### config.mk
export PLATFORM = sky130hd
export DESIGN_NAME = digit_display_scan
export DESIGN_NICKNAME = d
export VERILOG_FILES = /design/src/rtl/digit_display_scan_pkg.sv /design/src/rtl/digit_display_scan_seg7.sv /design/src/rtl/digit_display_scan.sv
export SDC_FILE = /design/constraint.sdc
export NUM_CORES = 1
export LEC_CHECK = 0
export CORE_ASPECT_RATIO = 1.2
export CORE_MARGIN = 4
export CORE_UTILIZATION = 55
export DETAILED_ROUTE_END_ITERATION = 16
export GPL_ROUTABILITY_DRIVEN = 0
export PLACE_DENSITY = 0.8
export SYNTH_ARGS = -nofsm -noshare
export SYNTH_HDL_FRONTEND = slang
export SYNTH_SLANG_ARGS = --single-unit
### constraint.sdc
create_clock -name clk_i -period 4 [get_ports clk_i]
set_input_delay 0.6 -clock clk_i [delete_from_list [all_inputs] [get_ports clk_i]]
set_output_delay 0.6 -clock clk_i [all_outputs]
set_load 0.005 [all_outputs]
### src/rtl/digit_display_scan_pkg.sv
// Shared constants for the multiplexed BCD display scanner: default parameters
// and active-low seven-segment patterns ordered {g,f,e,d,c,b,a}.
package digit_display_scan_pkg;

  localparam int DEF_NUM_DIGITS   = 4;
  localparam int DEF_SCAN_DIV     = 1000;
  localparam int DEF_BLINK_FRAMES = 64;

  localparam logic [6:0] SEG_0     = 7'b1000000;
  localparam logic [6:0] SEG_1     = 7'b1111001;
  localparam logic [6:0] SEG_2     = 7'b0100100;
  localparam logic [6:0] SEG_3     = 7'b0110000;
  localparam logic [6:0] SEG_4     = 7'b0011001;
  localparam logic [6:0] SEG_5     = 7'b0010010;
  localparam logic [6:0] SEG_6     = 7'b0000010;
  localparam logic [6:0] SEG_7     = 7'b1111000;
  localparam logic [6:0] SEG_8     = 7'b0000000;
  localparam logic [6:0] SEG_9     = 7'b0010000;
  localparam logic [6:0] SEG_DASH  = 7'b0111111;
  localparam logic [6:0] SEG_BLANK = 7'b1111111;

endpackage

### src/rtl/digit_display_scan_seg7.sv
// Combinational BCD to active-low seven-segment decoder; codes above 9 show a dash.
module bcd_to_seg7
  import digit_display_scan_pkg::*;
(
  input  logic [3:0] bcd,
  output logic [6:0] seg
);

  always_comb begin
    case (bcd)
      4'd0:    seg = SEG_0;
      4'd1:    seg = SEG_1;
      4'd2:    seg = SEG_2;
      4'd3:    seg = SEG_3;
      4'd4:    seg = SEG_4;
      4'd5:    seg = SEG_5;
      4'd6:    seg = SEG_6;
      4'd7:    seg = SEG_7;
      4'd8:    seg = SEG_8;
      4'd9:    seg = SEG_9;
      default: seg = SEG_DASH;
    endcase
  end

endmodule

### src/rtl/digit_display_scan.sv
// Time-multiplexed scanner for a common-anode BCD display with a per-frame input
// snapshot, leading-zero blanking, decimal points and per-digit blinking.
module digit_display_scan
  import digit_display_scan_pkg::*;
#(
  parameter int NUM_DIGITS   = DEF_NUM_DIGITS,
  parameter int SCAN_DIV     = DEF_SCAN_DIV,
  parameter int BLINK_FRAMES = DEF_BLINK_FRAMES
) (
  input  logic                    clk_i,
  input  logic                    reset_i,
  input  logic                    en_i,
  input  logic [4*NUM_DIGITS-1:0] digits_i,
  input  logic                    blank_lz_i,
  input  logic [NUM_DIGITS-1:0]   dp_mask_i,
  input  logic [NUM_DIGITS-1:0]   blink_mask_i,
  output logic [NUM_DIGITS-1:0]   an_o,
  output logic [6:0]              seg_o,
  output logic                    dp_o,
  output logic                    frame_o
);

  localparam int SLOT_W  = $clog2(SCAN_DIV);
  localparam int IDX_W   = $clog2(NUM_DIGITS);
  localparam int FRAME_W = $clog2(BLINK_FRAMES + 1);

  logic [SLOT_W-1:0]  slot_cnt;
  logic [IDX_W-1:0]   idx;
  logic [FRAME_W-1:0] frame_cnt;
  logic               blink_phase;

  logic [NUM_DIGITS-1:0][3:0] snap_digits;
  logic [NUM_DIGITS-1:0]      snap_dp;
  logic [NUM_DIGITS-1:0]      snap_blink;
  logic                       snap_lz;

  logic                       frame_start, slot_last, frame_last;
  logic [NUM_DIGITS-1:0][3:0] eff_digits;
  logic [NUM_DIGITS-1:0]      eff_dp, eff_blink, lz_vec;
  logic                       eff_lz, nz_seen, lz_off, blink_off;
  logic [3:0]                 cur_digit;
  logic [6:0]                 seg_dec;

  logic [NUM_DIGITS-1:0] an_d;
  logic [6:0]            seg_d;
  logic                  dp_d, frame_d;

  // The first cycle of a frame already shows the inputs being captured this edge.
  always_comb begin
    frame_start = (idx == '0) && (slot_cnt == '0);
    slot_last   = slot_cnt == SLOT_W'(SCAN_DIV - 1);
    frame_last  = slot_last && (idx == IDX_W'(NUM_DIGITS - 1));
    eff_digits  = frame_start ? digits_i     : snap_digits;
    eff_dp      = frame_start ? dp_mask_i    : snap_dp;
    eff_blink   = frame_start ? blink_mask_i : snap_blink;
    eff_lz      = frame_start ? blank_lz_i   : snap_lz;
    cur_digit   = eff_digits[idx];
  end

  // lz_vec[i] is set when digit i and every digit above it are zero; digit 0 never blanks.
  always_comb begin
    nz_seen = 1'b0;
    lz_vec  = '0;
    for (int i = NUM_DIGITS - 1; i >= 1; i--) begin
      nz_seen   = nz_seen | (eff_digits[i] != 4'd0);
      lz_vec[i] = ~nz_seen;
    end
    lz_off    = eff_lz && lz_vec[idx];
    blink_off = blink_phase && eff_blink[idx];
  end

  bcd_to_seg7 u_dec (
    .bcd (cur_digit),
    .seg (seg_dec)
  );

  // NOTE: every output of this block is given a default first so no path can infer a latch.
  always_comb begin
    an_d    = '1;
    seg_d   = SEG_BLANK;
    dp_d    = 1'b1;
    frame_d = 1'b0;
    if (en_i) begin
      if (slot_cnt != '0) an_d = ~(NUM_DIGITS'(1) << idx);
      seg_d   = (blink_off || lz_off) ? SEG_BLANK : seg_dec;
      dp_d    = ~(eff_dp[idx] && !blink_off);
      frame_d = frame_last;
    end
  end

  // NOTE: sequential state uses non-blocking assignments only; the snapshot is
  // a handful of flops, so it is cleared on reset like the counters.
  always_ff @(posedge clk_i) begin
    if (!reset_i) begin
      slot_cnt    <= '0;
      idx         <= '0;
      frame_cnt   <= '0;
      blink_phase <= 1'b0;
      snap_digits <= '0;
      snap_dp     <= '0;
      snap_blink  <= '0;
      snap_lz     <= 1'b0;
      an_o        <= '1;
      seg_o       <= SEG_BLANK;
      dp_o        <= 1'b1;
      frame_o     <= 1'b0;
    end else begin
      an_o    <= an_d;
      seg_o   <= seg_d;
      dp_o    <= dp_d;
      frame_o <= frame_d;
      if (!en_i) begin
        slot_cnt    <= '0;
        idx         <= '0;
        frame_cnt   <= '0;
        blink_phase <= 1'b0;
      end else begin
        slot_cnt <= slot_last ? '0 : slot_cnt + 1'b1;
        if (slot_last) idx <= frame_last ? '0 : idx + 1'b1;
        if (frame_last) begin
          if (frame_cnt == FRAME_W'(BLINK_FRAMES - 1)) begin
            frame_cnt   <= '0;
            blink_phase <= ~blink_phase;
          end else begin
            frame_cnt <= frame_cnt + 1'b1;
          end
        end
        if (frame_start) begin
          snap_digits <= digits_i;
          snap_dp     <= dp_mask_i;
          snap_blink  <= blink_mask_i;
          snap_lz     <= blank_lz_i;
        end
      end
    end
  end

endmodule

==> run summary, run 1 <==
initial drt markers: 181
CP bufs+invs: 1
H-tree levels: 3
Final nets: 400
port bufs: 40
worst slew pin tran: 0.928 ns
family with the most delay on the worst path: simple AND/OR/NAND/NOR gates
worst min path class: register to register
clk root buf: clkbuf_8
Worst slew margin: 38.1%
DP HPWL: 4.99 mm
Tot Pwr: 1.31 mW
hold buffers post-CTS: 0
WS Path Type: register to register
RSZ-0062 raised after global routing: false
period utilization: 82.3%
Setup TNS: 0 ns
Worst-Skew Late Latency: 0.35 ns
routed vias/inst: 5.88
CTS clk-pin slew, worst paths: 0.06 ns
vias post-DR: 2504
maximum vdd drop: 0.263 mV
WL final: 6.97 mm
synth unique cells: 49
average size of a mapped cell: 9.20 um^2
CP max stage delay: 0.44 ns
post-synthesis register bit count: 58
site row count: 29
I/O Pins: 41
Setup crit end kind: register
FMAX: 304 MHz
worst clock skew: 0.00860 ns
Setup Buffers After CTS: 0
layout cells sized above 1: 10.2%
Cell Area, Synth: 2970 um^2
cts repair resizes: 0
Power Dens Cells: 370 nW/um^2
clk sinks: 58
CP Cell Sequence: inv_2 -> ha_1 -> nor4b_2 -> and3_4 -> mux4_2 -> mux2i_2 -> ha_1 -> nor2_1 -> a22o_1 -> a211oi_1 -> o211ai_1
syn nets: 363
CTS tree: done
post-route minimum period: 3.29 ns
Max clock buf depth: 2
crit-path max FO: 13
total track usage: 23.3%
sequential fraction of the synthesis area: 39.1%
Syn Inst Count: 323
Die Area: 6650 um^2
number of global-route vias before repair: 2491
n_diodes: 0
area grow syn2layout: 19.1%
global-route wire length before repair: 11.5 mm
status: completed
critical path depth: 11
reg2reg path depth: 11
EDFF count, synth: 0
most frequent cells in the layout: nand2_1 (76), dfxtp_1 (58), clkdlybuf4s50_1 (40)
Congestion Overflow GR: 0
Remaining DRCs: 0
MaxCap Viol Count: 0
antenna-violating nets left: 0
largest net degree at the start of global routing: 28
Hold Path Stages: 2
critical path data required time: 4.21 ns
Arrival @ worst endpoint: 3.50 ns
commonest non-fill, non-tap cell in the layout: nand2_1
Leak: 1.32 nW
crit start category: register
Top FF cell, synth: dfxtp_1
number of buffers created by CTS: 9
CP dominant cell by count: ha_1
die width: 75.1 um
starting density of the core: 56.5%
DR WL/cell: 16.4 um
DIE HEIGHT: 88.5 um
pins over their slew limit: 0
Pre-antenna DRT Iters: 5
final hold violations: 0
ys async rst share: 0%
initial antenna violation count: 0
final setup fails: 0
CP max stage cell: dfxtp_1
yosys synthesis warning count: 0
Placeable Area: 5260 um^2
==> cell usage after synthesis (6+ instances only) <==
cell / instances / area [um^2]
nand3_1: 12 / 60.1
a21boi_0: 12 / 90.1
nor4_1: 8 / 50.1
dfxtp_1: 58 / 1160
mux4_2: 9 / 203
a21boi_1: 13 / 97.6
ha_1: 12 / 150
nor2_1: 23 / 86.3
nand2_1: 76 / 285
nor3_1: 6 / 30.0
clkbuf_1: 6 / 22.5
xnor2_1: 10 / 87.6
mux2i_1: 9 / 90.1
inv_1: 9 / 33.8
==> worst reg2reg max path, cell delays in order (launching register included) <==
cell	delay, ns
dfxtp_1	0.44
inv_2	0.29
ha_1	0.23
nor4b_2	0.29
and3_4	0.35
mux4_2	0.34
mux2i_2	0.29
ha_1	0.27
nor2_1	0.06
a22o_1	0.24
a211oi_1	0.25
o211ai_1	0.12
==> flip-flops by register name, summed over array words and instances (netlist names) <==
signal and flops:
slot_cnt 10, snap_dp 4, frame_cnt 7, idx 2
seg_o 7, snap_lz 1, an_o 4, dp_o 1
snap_digits 16, snap_blink 4, frame_o 1, blink_phase 1
==> layout make-up <==
type	count	area (um^2)
Sequential cell	58	1160
Timing Repair Buffer	41	408
Multi-Input combinational cell	239	1670
Fill cell	399	1720
Inverter	11	41.3
Clock buffer	12	145
Clock inverter	3	40.0
Tap cell	62	77.6
==> layer usage <==
metal / wire length (um) / GRT usage (%) / up-vias
met1: 2690 / 25.8 / 1172
met4: 283 / 12.6 / 0
li1: - / - / 1191
met2: 3470 / 38.8 / 108
met5: 0 / 0 / -
met3: 518 / 8.18 / 33
==> path summary, 6_finish.rpt <==
| kind | start | to | slack (ns) |
|---|---|---|---|
| max | idx[1] | seg_o[4] | 0.71 |
| min | snap_blink[2] | snap_blink[2] | 0.46 |
| max reg2reg | idx[1] | seg_o[4] | 0.71 |
| min reg2reg | snap_blink[2] | snap_blink[2] | 0.46 |
==> metrics by stage <==
stage | utilization [%] | instance area, um^2 | hold WS (ns) | worst slack, ns | instances
floorplan | - | 2970 | 0.430 | 1.10 | 323
global route | 67.3 | 3540 | 0.496 | 0.361 | 426
global placement | 63.7 | 3350 | 0.443 | 0.926 | 411
detailed placement | 63.7 | 3350 | 0.455 | 0.771 | 411
CTS | 67.3 | 3540 | 0.464 | 0.682 | 426
finish | 67.3 | 3540 | 0.460 | 0.707 | 426
==> power by group <==
| part | internal (mW) | switching, mW |
|---|---|---|
| Combinational | 0.0891 | 0.0835 |
| Clock | 0.299 | 0.224 |
| Sequential | 0.601 | 0.0145 |
| Total | 0.989 | 0.322 |
==> logic make-up after synthesis <==
| group | after synthesis | synth area share, % |
|---|---|---|
| xor+xnor | 13 | 3.83 |
| compound gates | 44 | 11.3 |
| flops | 58 | 39.1 |
| mux | 25 | 13.2 |
| fa+ha+maj | 12 | 5.05 |
| buf+inv | 26 | 4.88 |
| simple gates | 145 | 22.7 |
No activity file was read; power rests on OpenSTA's default activity.
==> run 2, diff against run 1 <==
--- a/config.mk
+++ b/config.mk
@@ -7,10 +7,10 @@
 export LEC_CHECK = 0
 export CORE_ASPECT_RATIO = 1.2
 export CORE_MARGIN = 4
-export CORE_UTILIZATION = 55
+export CORE_UTILIZATION = 49
 export DETAILED_ROUTE_END_ITERATION = 16
 export GPL_ROUTABILITY_DRIVEN = 0
-export PLACE_DENSITY = 0.8
+export PLACE_DENSITY = 0.75
 export SYNTH_ARGS = -nofsm -noshare
 export SYNTH_HDL_FRONTEND = slang
 export SYNTH_SLANG_ARGS = --single-unit
==> constraint.sdc (replaced) <==
create_clock -name clk_i -period 2.79 [get_ports clk_i]
set_input_delay 0.4185 -clock clk_i [delete_from_list [all_inputs] [get_ports clk_i]]
set_output_delay 0.4185 -clock clk_i [all_outputs]
set_load 0.005 [all_outputs]
==> run 2 against run 1 <==
  * First-iteration DRC count fell by 21%
  * Critical path depth rose by 1
  * Wire length fell by 4.1%
  * Sequential power rose by 43%
  * Die area rose by 11%
  * Register-to-register slack got worse by 0.53 ns
  * Non-clock buffer count rose by 8
  * Via count barely moved
  * Final cell count rose by 6.1%
  * Clock power rose by 44%
  * Global-route usage fell by 3.4 points
  * Highest routed layer unchanged
==> run summary, run 2 (same netlist as run 1, synthesis figures left out) <==
status: completed
combinational share of power: 13.5% (+0.3 points)
Tot Pwr: 1.89 mW (+44%)
vias post-DR: 2506 (+0.080%)
worst slew pin tran: 0.856 ns (-0.0723 ns)
number of buffers created by CTS: 9 (unchanged)
clk root buf: clkbuf_8
die width: 79.1 um (+5.3%)
Setup crit end kind: register
n_diodes: 0 (unchanged)
H-tree levels: 3 (unchanged)
crit-path max FO: 4 (-9)
internal power component: 1.43 mW (+44%)
Largest register FFs: 16 (unchanged)
DR WL/cell: 14.8 um (-9.6%)
post-route minimum period: 2.61 ns (-0.678 ns)
maximum vdd drop: 0.326 mV (+24%)
site row count: 30 (+3.4%)
worst min path class: register to register
Pre-antenna DRT Iters: 4 (-1)
DP HPWL: 4.75 mm (-4.7%)
initial antenna violation count: 0 (unchanged)
pins over their slew limit: 0 (unchanged)
Arrival @ worst endpoint: 2.82 ns (-0.68 ns)
Max clock buf depth: 2 (unchanged)
CP max stage delay: 0.33 ns (-0.11 ns)
CTS clk-pin slew, worst paths: 0.06 ns (about the same)
reg2reg path depth: 12 (+1)
global-route wire length before repair: 11.5 mm (-0.60%)
FMAX: 382 MHz (+26%)
Worst-Skew Late Latency: 0.34 ns (about the same)
pre-CTS WS: 0.0792 ns (-0.692 ns)
port bufs: 40 (unchanged)
most frequent cells in the layout: nand2_1 (76), dfxtp_1 (58), clkdlybuf4s50_1 (40)
WS Path Type: register to register
Remaining DRCs: 0 (unchanged)
crit start category: register
number of global-route vias before repair: 2492 (+0.040%)
commonest non-fill, non-tap cell in the layout: nand2_1
final hold violations: 0 (unchanged)
layout cells sized above 1: 12.9% (+2.7 points)
Hold Path Stages: 2 (unchanged)
Switching Fraction: 24.5% (about the same)
area grow syn2layout: 22.6%
CTS tree: done
WL final: 6.68 mm (-4.1%)
clock network fraction of design power: 40.0% (about the same)
CP max stage cell: dfxtp_1
Seq pwr share: 46.5% (-0.4 points)
P_sw: 0.464 mW (+44%)
clk sinks: 58 (unchanged)
Leak: 1.36 nW (+3.2%)
period utilization: 93.7% (+11 points)
initial drt markers: 143 (-21%)
final setup fails: 0 (unchanged)
Die Area: 7380 um^2 (+11%)
DIE HEIGHT: 93.3 um (+5.4%)
Worst slew margin: 42.8% (+4.7 points)
worst clock skew: 0.00646 ns (-0.00214 ns)
worst setup margin: 0.175 ns (-0.532 ns)
critical path data required time: 2.99 ns (-1.22 ns)
CP Cell Sequence: inv_1 -> ha_1 -> nor4b_4 -> and4_1 -> mux4_2 -> mux2_4 -> inv_2 -> ha_2 -> nor2_1 -> a22o_1 -> a211oi_2 -> o211ai_1
Congestion Overflow GR: 0 (unchanged)
antenna-violating nets left: 0 (unchanged)
Final nets: 408 (+2.0%)
Power Dens Cells: 519 nW/um^2 (+40%)
Largest Register: snap_digits
Top Registers: snap_digits: 16 flops, slot_cnt: 10 flops
starting density of the core: 51.4% (-5.1 points)
routed vias/inst: 5.54 (-5.7%)
total track usage: 20.0% (-3.4 points)
Placeable Area: 5780 um^2 (+9.9%)
largest net degree at the start of global routing: 27 (-3.6%)
I/O Pins: 41 (unchanged)
MaxCap Viol Count: 0 (unchanged)
[run 2: routing by layer]
layer	share of wire (%)	vias to the layer above	track usage (%)
li1	-	1214	-
met3	5.5	19	3.76
met1	42	1189	23.1
met5	0	-	0
met4	2.7	0	11.5
met2	50	84	34.1
[run 2: path summary, 6_finish.rpt]
path | startpoint | to | slack (ns)
setup / recovery | slot_cnt[0] | seg_o[4] | 0.18
hold / removal | snap_blink[0] | snap_blink[0] | 0.45
setup reg to reg | slot_cnt[0] | seg_o[4] | 0.18
hold reg to reg | snap_blink[0] | snap_blink[0] | 0.45
[run 2: repair_timing]
item | CTS | global route
resized for setup | 0 | 4
hold buffers | 0 | 0
setup endpoints to repair | 0 | 1
buffers inserted | 0 | 1
[run 2: worst max-delay path: cells and delay by family, from the launching register on]
family                     cells  cell delay [ns]
DFF                            1             0.33
muxes                          2             0.60
AOI/OAI and AO/OA              3             0.48
buffers and inverters          2             0.14
adders and majority gates      2             0.33
and+or+nand+nor                3             0.61
[run 2: power groups by stage]
stage | Sequential, mW | Clock [mW] | Combinational, mW
final | 0.879 | 0.755 | 0.256
after floorplan | 0.893 | 0 | 0.163
after global routing | 0.882 | 0.808 | 0.283
after global placement | 0.896 | 0 | 0.247
after detailed placement | 0.897 | 0 | 0.251
after CTS | 0.879 | 0.765 | 0.252
[run 2: metrics by stage]
| stage | hold slack [ns] | setup TNS [ns] | util, % | std cells | cell area (um^2) |
|---|---|---|---|---|---|
| floorplan | 0.430 | 0 | - | 323 | 2980 |
| global placement | 0.438 | 0 | 59.5 | 436 | 3440 |
| detailed placement | 0.442 | 0 | 59.5 | 436 | 3440 |
| CTS | 0.450 | 0 | 62.7 | 451 | 3620 |
| global route | 0.477 | -0.00757 | 63.0 | 452 | 3640 |
| finish | 0.452 | 0 | 63.0 | 452 | 3640 |
[run 2: cell type report]
class | instances | area (um^2)
clock buffers | 12 | 145
clock inverters | 3 | 40.0
fillers | 509 | 2140
inverters | 11 | 43.8
multi-input cells | 239 | 1690
flip-flops and latches | 58 | 1160
well taps | 80 | 100
repair buffers | 49 | 468
